$ cat src/rtl/wb_pkg.sv
// Shared types and constants for the writeback arbiter: register-file
// geometry, the buffered-write entry, and the output-register source select.
package wb_pkg;

  localparam int                    REG_ADDR_W = 5;
  localparam int                    REG_DATA_W = 32;
  localparam logic [REG_ADDR_W-1:0] REG_ZERO   = 5'd0;

  typedef struct packed {
    logic [REG_ADDR_W-1:0] waddr;
    logic [REG_DATA_W-1:0] wdata;
  } wb_entry_t;

  typedef enum logic [1:0] {
    SRC_NONE = 2'd0,
    SRC_LD   = 2'd1,
    SRC_FIFO = 2'd2,
    SRC_BYP  = 2'd3
  } wb_src_e;

  // x0 is hardwired: it never carries a pending write.
  function automatic logic addr_match(input logic [REG_ADDR_W-1:0] q,
                                      input logic [REG_ADDR_W-1:0] a);
    return (q != REG_ZERO) && (q == a);
  endfunction

endpackage

$ cat src/rtl/wb_fifo.sv
// In-order buffer of pending ALU writes. Exposes per-slot valid bits and
// addresses so the top can match hazards against every buffered write.
module wb_fifo
  import wb_pkg::*;
#(
  parameter  int DEPTH = 4,
  localparam int PW    = $clog2(DEPTH),
  localparam int CW    = PW + 1
) (
  input  logic                             clk,
  input  logic                             rst,
  input  logic                             push,
  input  logic                             pop,
  input  wb_entry_t                        push_data,
  output wb_entry_t                        head,
  output logic [CW-1:0]                    count,
  output logic [DEPTH-1:0]                 ent_vld,
  output logic [DEPTH-1:0][REG_ADDR_W-1:0] ent_addr
);

  wb_entry_t [DEPTH-1:0] mem_q, mem_d;
  logic [PW-1:0]         wr_q, wr_d;
  logic [PW-1:0]         rd_q, rd_d;
  logic [CW-1:0]         count_q, count_d;

  always_comb begin
    mem_d   = mem_q;
    wr_d    = wr_q;
    rd_d    = rd_q;
    count_d = count_q;
    if (push) begin
      mem_d[wr_q] = push_data;
      wr_d        = wr_q + 1'b1;
    end
    if (pop) rd_d = rd_q + 1'b1;
    case ({push, pop})
      2'b10:   count_d = count_q + 1'b1;
      2'b01:   count_d = count_q - 1'b1;
      default: count_d = count_q;
    endcase
  end

  always_ff @(posedge clk) begin
    if (rst) begin
      wr_q    <= '0;
      rd_q    <= '0;
      count_q <= '0;
    end else begin
      wr_q    <= wr_d;
      rd_q    <= rd_d;
      count_q <= count_d;
    end
  end

  // Payload needs no reset: slots outside [rd, rd+count) are masked by ent_vld.
  always_ff @(posedge clk) mem_q <= mem_d;

  assign head  = mem_q[rd_q];
  assign count = count_q;

  for (genvar i = 0; i < DEPTH; i++) begin : g_ent
    localparam logic [PW-1:0] IDX = PW'(i);
    logic [PW-1:0] off;
    assign off         = IDX - rd_q;
    assign ent_vld[i]  = {1'b0, off} < count_q;
    assign ent_addr[i] = mem_q[i].waddr;
  end

endmodule

$ cat src/rtl/wb_write_arbiter.sv
// Merges stallable ALU results and unstallable load returns onto the single
// register-file write port, buffering colliding ALU writes in order.
module wb_write_arbiter
  import wb_pkg::*;
#(
  parameter  int DEPTH = 4,
  parameter  int AW    = REG_ADDR_W,
  parameter  int DW    = REG_DATA_W,
  localparam int CW    = $clog2(DEPTH) + 1
) (
  input  logic          clk,
  input  logic          rst,
  input  logic          alu_valid_i,
  output logic          alu_ready_o,
  input  logic [AW-1:0] alu_waddr_i,
  input  logic [DW-1:0] alu_wdata_i,
  input  logic          ld_valid_i,
  input  logic [AW-1:0] ld_waddr_i,
  input  logic [DW-1:0] ld_wdata_i,
  output logic          reg_write_en,
  output logic [AW-1:0] reg_waddr_o,
  output logic [DW-1:0] reg_wdata_o,
  input  logic [AW-1:0] hz_raddr1_i,
  input  logic [AW-1:0] hz_raddr2_i,
  output logic          hz_hit1_o,
  output logic          hz_hit2_o,
  output logic [CW-1:0] fifo_count_o
);

  localparam logic [CW-1:0] FULL_CNT = CW'(DEPTH);

  wb_entry_t                        fifo_head;
  wb_entry_t                        alu_ent;
  logic [CW-1:0]                    fifo_cnt;
  logic [DEPTH-1:0]                 ent_vld;
  logic [DEPTH-1:0][REG_ADDR_W-1:0] ent_addr;
  logic                             fifo_push, fifo_pop;
  logic                             alu_acc, alu_nz, ld_nz, fifo_empty;
  wb_src_e                          src;

  logic          out_we_q, out_we_d;
  logic [AW-1:0] out_waddr_q, out_waddr_d;
  logic [DW-1:0] out_wdata_q, out_wdata_d;

  // Ready depends only on the registered count, never on this cycle's load/pop.
  assign alu_ready_o = fifo_cnt < FULL_CNT;
  assign fifo_empty  = fifo_cnt == '0;
  assign alu_ent     = '{waddr: alu_waddr_i, wdata: alu_wdata_i};

  always_comb begin
    alu_acc   = alu_valid_i && alu_ready_o;
    alu_nz    = alu_acc && (alu_waddr_i != REG_ZERO);
    ld_nz     = ld_valid_i && (ld_waddr_i != REG_ZERO);
    src       = SRC_NONE;
    fifo_push = 1'b0;
    fifo_pop  = 1'b0;
    if (ld_nz) begin
      src       = SRC_LD;
      fifo_push = alu_nz;
    end else if (!fifo_empty) begin
      src       = SRC_FIFO;
      fifo_pop  = 1'b1;
      fifo_push = alu_nz;
    end else if (alu_nz) begin
      src       = SRC_BYP;
    end
  end

  always_comb begin
    out_we_d    = 1'b0;
    out_waddr_d = '0;
    out_wdata_d = '0;
    case (src)
      SRC_LD: begin
        out_we_d    = 1'b1;
        out_waddr_d = ld_waddr_i;
        out_wdata_d = ld_wdata_i;
      end
      SRC_FIFO: begin
        out_we_d    = 1'b1;
        out_waddr_d = fifo_head.waddr;
        out_wdata_d = fifo_head.wdata;
      end
      SRC_BYP: begin
        out_we_d    = 1'b1;
        out_waddr_d = alu_waddr_i;
        out_wdata_d = alu_wdata_i;
      end
      default: ;
    endcase
  end

  always_ff @(posedge clk) begin
    if (rst) begin
      out_we_q    <= 1'b0;
      out_waddr_q <= '0;
      out_wdata_q <= '0;
    end else begin
      out_we_q    <= out_we_d;
      out_waddr_q <= out_waddr_d;
      out_wdata_q <= out_wdata_d;
    end
  end

  wb_fifo #(.DEPTH(DEPTH)) u_fifo (
    .clk      (clk),
    .rst      (rst),
    .push     (fifo_push),
    .pop      (fifo_pop),
    .push_data(alu_ent),
    .head     (fifo_head),
    .count    (fifo_cnt),
    .ent_vld  (ent_vld),
    .ent_addr (ent_addr)
  );

  // A write in the output register is still pending until the end of this cycle.
  always_comb begin
    hz_hit1_o = out_we_q && addr_match(hz_raddr1_i, out_waddr_q);
    hz_hit2_o = out_we_q && addr_match(hz_raddr2_i, out_waddr_q);
    for (int i = 0; i < DEPTH; i++) begin
      if (ent_vld[i] && addr_match(hz_raddr1_i, ent_addr[i])) hz_hit1_o = 1'b1;
      if (ent_vld[i] && addr_match(hz_raddr2_i, ent_addr[i])) hz_hit2_o = 1'b1;
    end
  end

  assign reg_write_en = out_we_q;
  assign reg_waddr_o  = out_waddr_q;
  assign reg_wdata_o  = out_wdata_q;
  assign fifo_count_o = fifo_cnt;

endmodule
$ cat config.mk
export PLATFORM = sky130hd
export DESIGN_NAME = wb_write_arbiter
export DESIGN_NICKNAME = d
export VERILOG_FILES = /design/src/rtl/wb_pkg.sv /design/src/rtl/wb_fifo.sv /design/src/rtl/wb_write_arbiter.sv
export SDC_FILE = /design/constraint.sdc
export NUM_CORES = 1
export LEC_CHECK = 0
export ABC_CLOCK_PERIOD_IN_PS = 4700
export BUFFER_PORTS_ARGS = -buffer_cell sky130_fd_sc_hd__buf_2
export CORE_ASPECT_RATIO = 1.4
export CORE_UTILIZATION = 60
export DETAILED_ROUTE_END_ITERATION = 10
export PLACE_DENSITY_LB_ADDON = 0.15
export SYNTH_ARGS = -nofsm -noshare
export SYNTH_HDL_FRONTEND = slang
export SYNTH_HIERARCHICAL = 1
export SYNTH_SLANG_ARGS = --single-unit
$ cat constraint.sdc
create_clock -name clk -period 4.7 [get_ports clk]
set_clock_uncertainty 0.05 [all_clocks]
set_input_delay 0.235 -clock clk [delete_from_list [all_inputs] [get_ports clk]]
set_output_delay 0.235 -clock clk [all_outputs]
set_load 0.02 [all_outputs]
After elaboration in Yosys (flattened, before gate mapping)
Cells that the tools add are included.
- bits in registers: 193
- input bits: 88
- output and inout port bits: 44
- word-level logic and storage cells: 100
- $add $sub $neg: 8
- $lt $le $gt $ge: 8
- equal/unequal tests: 15
- muxes and demuxes: 24
- reduce and logical (&&, ||, !) cells: 31
- operators by type and width (cell ; number):
    bitwise mux 148 bit ; 1
    one-hot mux 32 bit (3 select lines) ; 1
    binary-select mux 37 bit (select 2 bit) ; 1
    demux 37 bit (select 2 bit) ; 1
    2-to-1 mux 37 bit ; 2
    equality test 5 bit ; 10
    logical AND 1 bit ; 24
    nonzero test 5 bit ; 4
    one-hot mux 5 bit (3 select lines) ; 1
    2-to-1 mux 1 bit ; 13
    less-than comparator 2 x 3 -> 1 bit ; 4
    equality test 2 bit (second input constant) ; 3
    less-than comparator 2 x 3 -> 1 bit (second input constant) ; 2
    2-to-1 mux 2 bit ; 3
    one-hot mux 3 bit (2 select lines) ; 1
    adder 2 x 1 -> 2 bit (second input constant) ; 2
    equality test 2 x 1 -> 1 bit (second input constant) ; 2
    subtractor 1 x 2 -> 2 bit (first input constant) ; 2
    subtractor 2 bit (first input constant) ; 2
    adder 3 x 1 -> 3 bit (second input constant) ; 1
    zero test 3 bit ; 1
    less-than comparator 3 bit (second input constant) ; 1
    OR reduction 3 bit ; 1
    subtractor 3 x 1 -> 3 bit (second input constant) ; 1
    other kinds (2) ; 2

Logic depth before layout (Yosys ltp)
- depth after elaboration: 9
- mapped depth: 12
- gate-level depth less buffers: 11

Modules after synthesis
The synthesis kept the hierarchy.
- by module, submodules not included (module ; instances ; cells an instance ; area an instance (sq um) ; sequential area each (sq um)):
    wb_fifo ; 1 ; 272 ; 6038.3 ; 4584.4
    wb_write_arbiter ; 1 ; 300 ; 2273.4 ; 760.7

Worst setup path before layout
Ideal clock, no wire load.
- path kind: reg2reg
- start point: reg u_fifo.count_q[0], in the netlist u_fifo/count[0]
- end point: reg u_fifo.mem_q (netlist bit u_fifo/ent_addr[0]) (enable)
- library setup time: 0.398 ns
- arrival: 2.322 ns
- required time: 4.252 ns
- setup slack: 1.930 ns
- stages on the path, launching flop included: 6
- path buffers: 1
- clock period less this slack: 2.770 ns
- cells stage by stage: dfxtp_1 > or3_1 > clkbuf_1 > nor2_1 > nor2_1 > and2_1
- cells in the longest elaborated chain, start to end: 5
- elaborated cells between the ends (all ways): 6
- those cells by class: order compare (1); mux (2); reduce/logical (3)
- RTL lines (what ; RTL line ; text):
    start: declaration ; wb_fifo.sv:24 ; logic [CW-1:0] count_q, count_d;
    start signal: assignment ; wb_fifo.sv:51 ; count_q <= count_d;
    less-than comparator 3 bit ; wb_write_arbiter.sv:46 ; assign alu_ready_o = fifo_cnt < FULL_CNT;
    logical AND 1 bit ; wb_write_arbiter.sv:51 ; alu_acc = alu_valid_i && alu_ready_o;
    logical AND 1 bit ; wb_write_arbiter.sv:52 ; alu_nz = alu_acc && (alu_waddr_i != REG_ZERO);
    2-to-1 mux 1 bit ; wb_write_arbiter.sv:60 ; end else if (!fifo_empty) begin
    2-to-1 mux 1 bit * ; wb_write_arbiter.sv:57 ; if (ld_nz) begin
    named net fifo_push ; wb_write_arbiter.sv:37 ; logic fifo_push, fifo_pop;
    end signal: assignment ; wb_fifo.sv:56 ; always_ff @(posedge clk) mem_q <= mem_d;
    end: declaration ; wb_fifo.sv:21 ; wb_entry_t [DEPTH-1:0] mem_q, mem_d;
Mark *: on every way through the listed nets, which the timed path passes. The rest lies on a longest branch.
A chain may end at the register's enable or synchronous reset.

Worst setup path in the final report
- start point: reg u_fifo.count_q[2], in the netlist u_fifo/count[2]
- end point: reg u_fifo.count_q[2], in the netlist u_fifo/count[2]
- cells in the longest elaborated chain, start to end: 7
- elaborated cells between the ends (all ways): 14
- those cells by class: add/sub (2); order compare (1); eq/ne (2); mux (5); reduce/logical (4)
- RTL lines (what ; RTL line ; text):
    less-than comparator 3 bit ; wb_write_arbiter.sv:46 ;
    logical AND 1 bit ; wb_write_arbiter.sv:51 ;
    logical AND 1 bit ; wb_write_arbiter.sv:52 ;
    2-to-1 mux 1 bit ; wb_write_arbiter.sv:60 ;
    2-to-1 mux 1 bit * ; wb_write_arbiter.sv:57 ;
    named net fifo_push ; wb_write_arbiter.sv:37 ;
    equality test 2 x 1 -> 1 bit or equality test 2 bit (tied branches) ; wb_fifo.sv:36 ; case ({push, pop})
    one-hot mux 3 bit (2 select lines) or nonzero test 2 bit (tied branches) ; n/a ;
Marks and branches as above.

==> impl_metrics.tcl <==
set metrics [dict create \
    status "complete, no violations" \
    synth_enable_flop_cells 148 \
    p_int_mw 3.42 \
    placementRows 50 \
    tritoncts "done" \
    async_reset_ff_share_pct 0 \
    cts_resized 0 \
    swShare_pct 31.7 \
    worst_slack_ps 1450 \
    synth_top_cell_area_share_pct 53.5 \
    dp_slack_ps 1390 \
    cap_violations 0 \
    cts.sink_count 193 \
    setup_tns_ps 0 \
    slew_headroom_pct 26.0 \
    first_global_vias 5381 \
    finalCritPeriodShare_pct 69.2 \
    powerDensity_nw_per_um2 512 \
    synth_top_area_cell "edfxtp_1" \
    detail_route.wl_per_cell_um 20.9 \
    ant_nets 0 \
    antenna_found_initial 0 \
    grt_first_pass_wirelength_mm 28.4 \
    syn_inst 572 \
    ys_top_cells_by_area "edfxtp_1 53%, dfxtp_1 11%, mux4_2 9.8%, xor2_1 4.4%, nand2_1 3.3%" \
    path_max_fanout 37 \
    slew_violations 0 \
    p_switching_mw 1.59 \
    path_clk_slew_ps 80 \
    vias 5249 \
    die_w_um 101 \
    grt_setup_unrepaired "false" \
    hold_path.class "input pin to register" \
    dieHeight_um 141 \
    clockPowerShare_pct 29.1 \
    synth_area_per_cell_sq_um 14.5 \
    clk_latency_ps 430 \
    syn_area_sq_um 8310 \
    num_antenna_cells 0 \
    top_layer_used "met4" \
    htreeDepth 4 \
    fin_nets 796 \
    power_leakage_nw 3.55 \
    met3_length_mm 1.13 \
    synthToLayoutAreaGrowth_pct 17.5 \
    cp.required_ps 4990 \
    combPwrFrac_pct 25.3 \
    post_synth_num_cell_types 38 \
    yosysSeqAreaShare_pct 64.3 \
    cp.arrival_ps 3540 \
    cts_buffers 17 \
    clockBufferDepth 2 \
    portBuffers 131 \
    synth_ff_type "edfxtp_1" \
    synth_commonest_cells "148 x edfxtp_1, 72 x nand2_1, 46 x nand3_1, 45 x dfxtp_1, 42 x xor2_1" \
    wirelength_mm 18.7 \
    yosysWarnings 6 \
    grt_max_degree 44 \
    fill_cells 875 \
    power_mw 5.00 \
    p_seq_share_pct 45.6 \
    die-area_sq_um 14300 \
    worst_pin_slew_ps 1110 \
    criticalPathCategory "register to register" \
    clock.fmax_mhz 307 \
    dp_cells 831 \
    first_pass_iters 5 \
    grt_use_total_pct 27.5 \
    cp-end-kind "register" \
    cts-root-buf "clkbuf_16" \
    ys_seq_elements 193 \
    via_per_inst 5.88 \
    dr_wl_met2_mm 9.87 \
    crit_path_start_kind "register" \
    finalHoldViolCount 0 \
    min_period_ps 3250 \
    synth_fp_nets 670 \
    pin_count 132 \
    setup_viol 0 \
    postCtsHoldBufs 29 \
    drc 0 \
    layout-drive-gt1-share_pct 30.5 \
    instances_no_fill 893 \
    initialDrtViolationCount 323 \
    post_cts_buffers 0 \
    yosysMostFrequentCell "edfxtp_1" \
    drt-met1-wl_mm 7.14 \
    gp_congestion 0.917 \
    hpwl_mm 11.4 \
    fp.coreArea_sq_um 13500 \
    ir_drop_mv 0.573 \
    overflow 0 \
    final_util_pct 72.6 \
    initial_utilization_pct 61.8 \
]
-- final timing paths --
kind                            slack (ps)         endpoint  cells after the start            start
worst min register to register         510   u_fifo/wr_q[1]                      2   u_fifo/wr_q[1]
worst min-delay path                    10  reg_wdata_o[20]                      3   ld_wdata_i[20]
worst max-delay path                  1450  u_fifo/count[2]                     10  u_fifo/count[2]
worst max register to register        1450  u_fifo/count[2]                     10  u_fifo/count[2]
-- cells by family (layout without fill, tap and decap cells) --
group	Yosys count	after routing	share of synthesized area, %
DFF	193	193	64.3
and+or+nand+nor	156	156	8.75
buffers and inverters	68	207	5.28
xor gates and xnor gates	56	56	5.90
AOI/OAI and AO/OA	51	51	3.97
muxes	38	38	10.2
adders and majority gates	10	10	1.60
-- critical path, stage by stage (launching register included) --
cell	delay (ps)
dfxtp_1	380
or3_2	880
nor2_1	270
nor2_1	150
inv_1	100
ha_1	210
inv_1	70
fa_1	390
xor2_1	180
or3_1	310
a21oi_1	180
-- routing by layer --
metal	up-vias	global-route usage, %
li1	2367	-
met1	2625	33.5
met2	222	47.4
met3	35	5.27
met4	0	12.1
met5	-	0
-- per-stage QoR --
stage                     hold WS, ps  cell area [sq um]
final                            14.6               9760
after global routing             1.33               9760
after CTS                       0.918               9750
after detailed placement          421               8850
after global placement            410               8850
after floorplan                   254               8310
-- layout by cell type (no fill, tap or decap), types with 2 or more instances in the layout --
cell type,n
a21oi_1,6
a222oi_1,3
a31oi_1,34
and2_2,4
buf_2,131
buf_4,4
clkbuf_16,17
clkinv_4,2
clkinv_8,4
dfxtp_1,43
dlygate4sd3_1,30
edfxtp_1,148
ha_1,9
inv_1,10
inv_6,5
mux4_2,36
nand2_1,72
nand3_1,46
nor2_1,12
nor4_1,10
o22a_1,2
or2_2,3
or4_1,3
xnor2_1,14
xor2_1,42
-- power by group through the flow --
stage                     Sequential (mW)  Combinational (mW)  Clock [mW]
after floorplan                      2.29               0.976           0
after global placement               2.31                1.21           0
after detailed placement             2.32                1.24           0
after CTS                            2.29                1.27        1.47
after global routing                 2.32                1.37        1.54
final                                2.28                1.27        1.46
-- sequential cells by signal, indices dropped and copies added, names as in the netlist --
| register | cells |
|---|---|
| reg_write_en | 1 |
| reg_wdata_o | 32 |
| u_fifo/mem_q | 128 |
| u_fifo/count | 3 |
| u_fifo/wr_q | 2 |
| u_fifo/ent_addr | 20 |
| reg_waddr_o | 5 |
| u_fifo/rd_q | 2 |
-- area by class of cell --
| cell class | instances | area [sq um] | area share (%) |
|---|---|---|---|
| Clock buffer | 17 | 425 | 4.36 |
| Clock inverter | 15 | 191 | 1.96 |
| Inverter | 10 | 37.5 | 0.384 |
| Multi-Input combinational cell | 311 | 2550 | 26.1 |
| Sequential cell | 193 | 5350 | 54.8 |
| Tap cell | 182 | 228 | 2.33 |
| Timing Repair Buffer | 165 | 986 | 10.1 |
(Power assumes the default switching activity.)
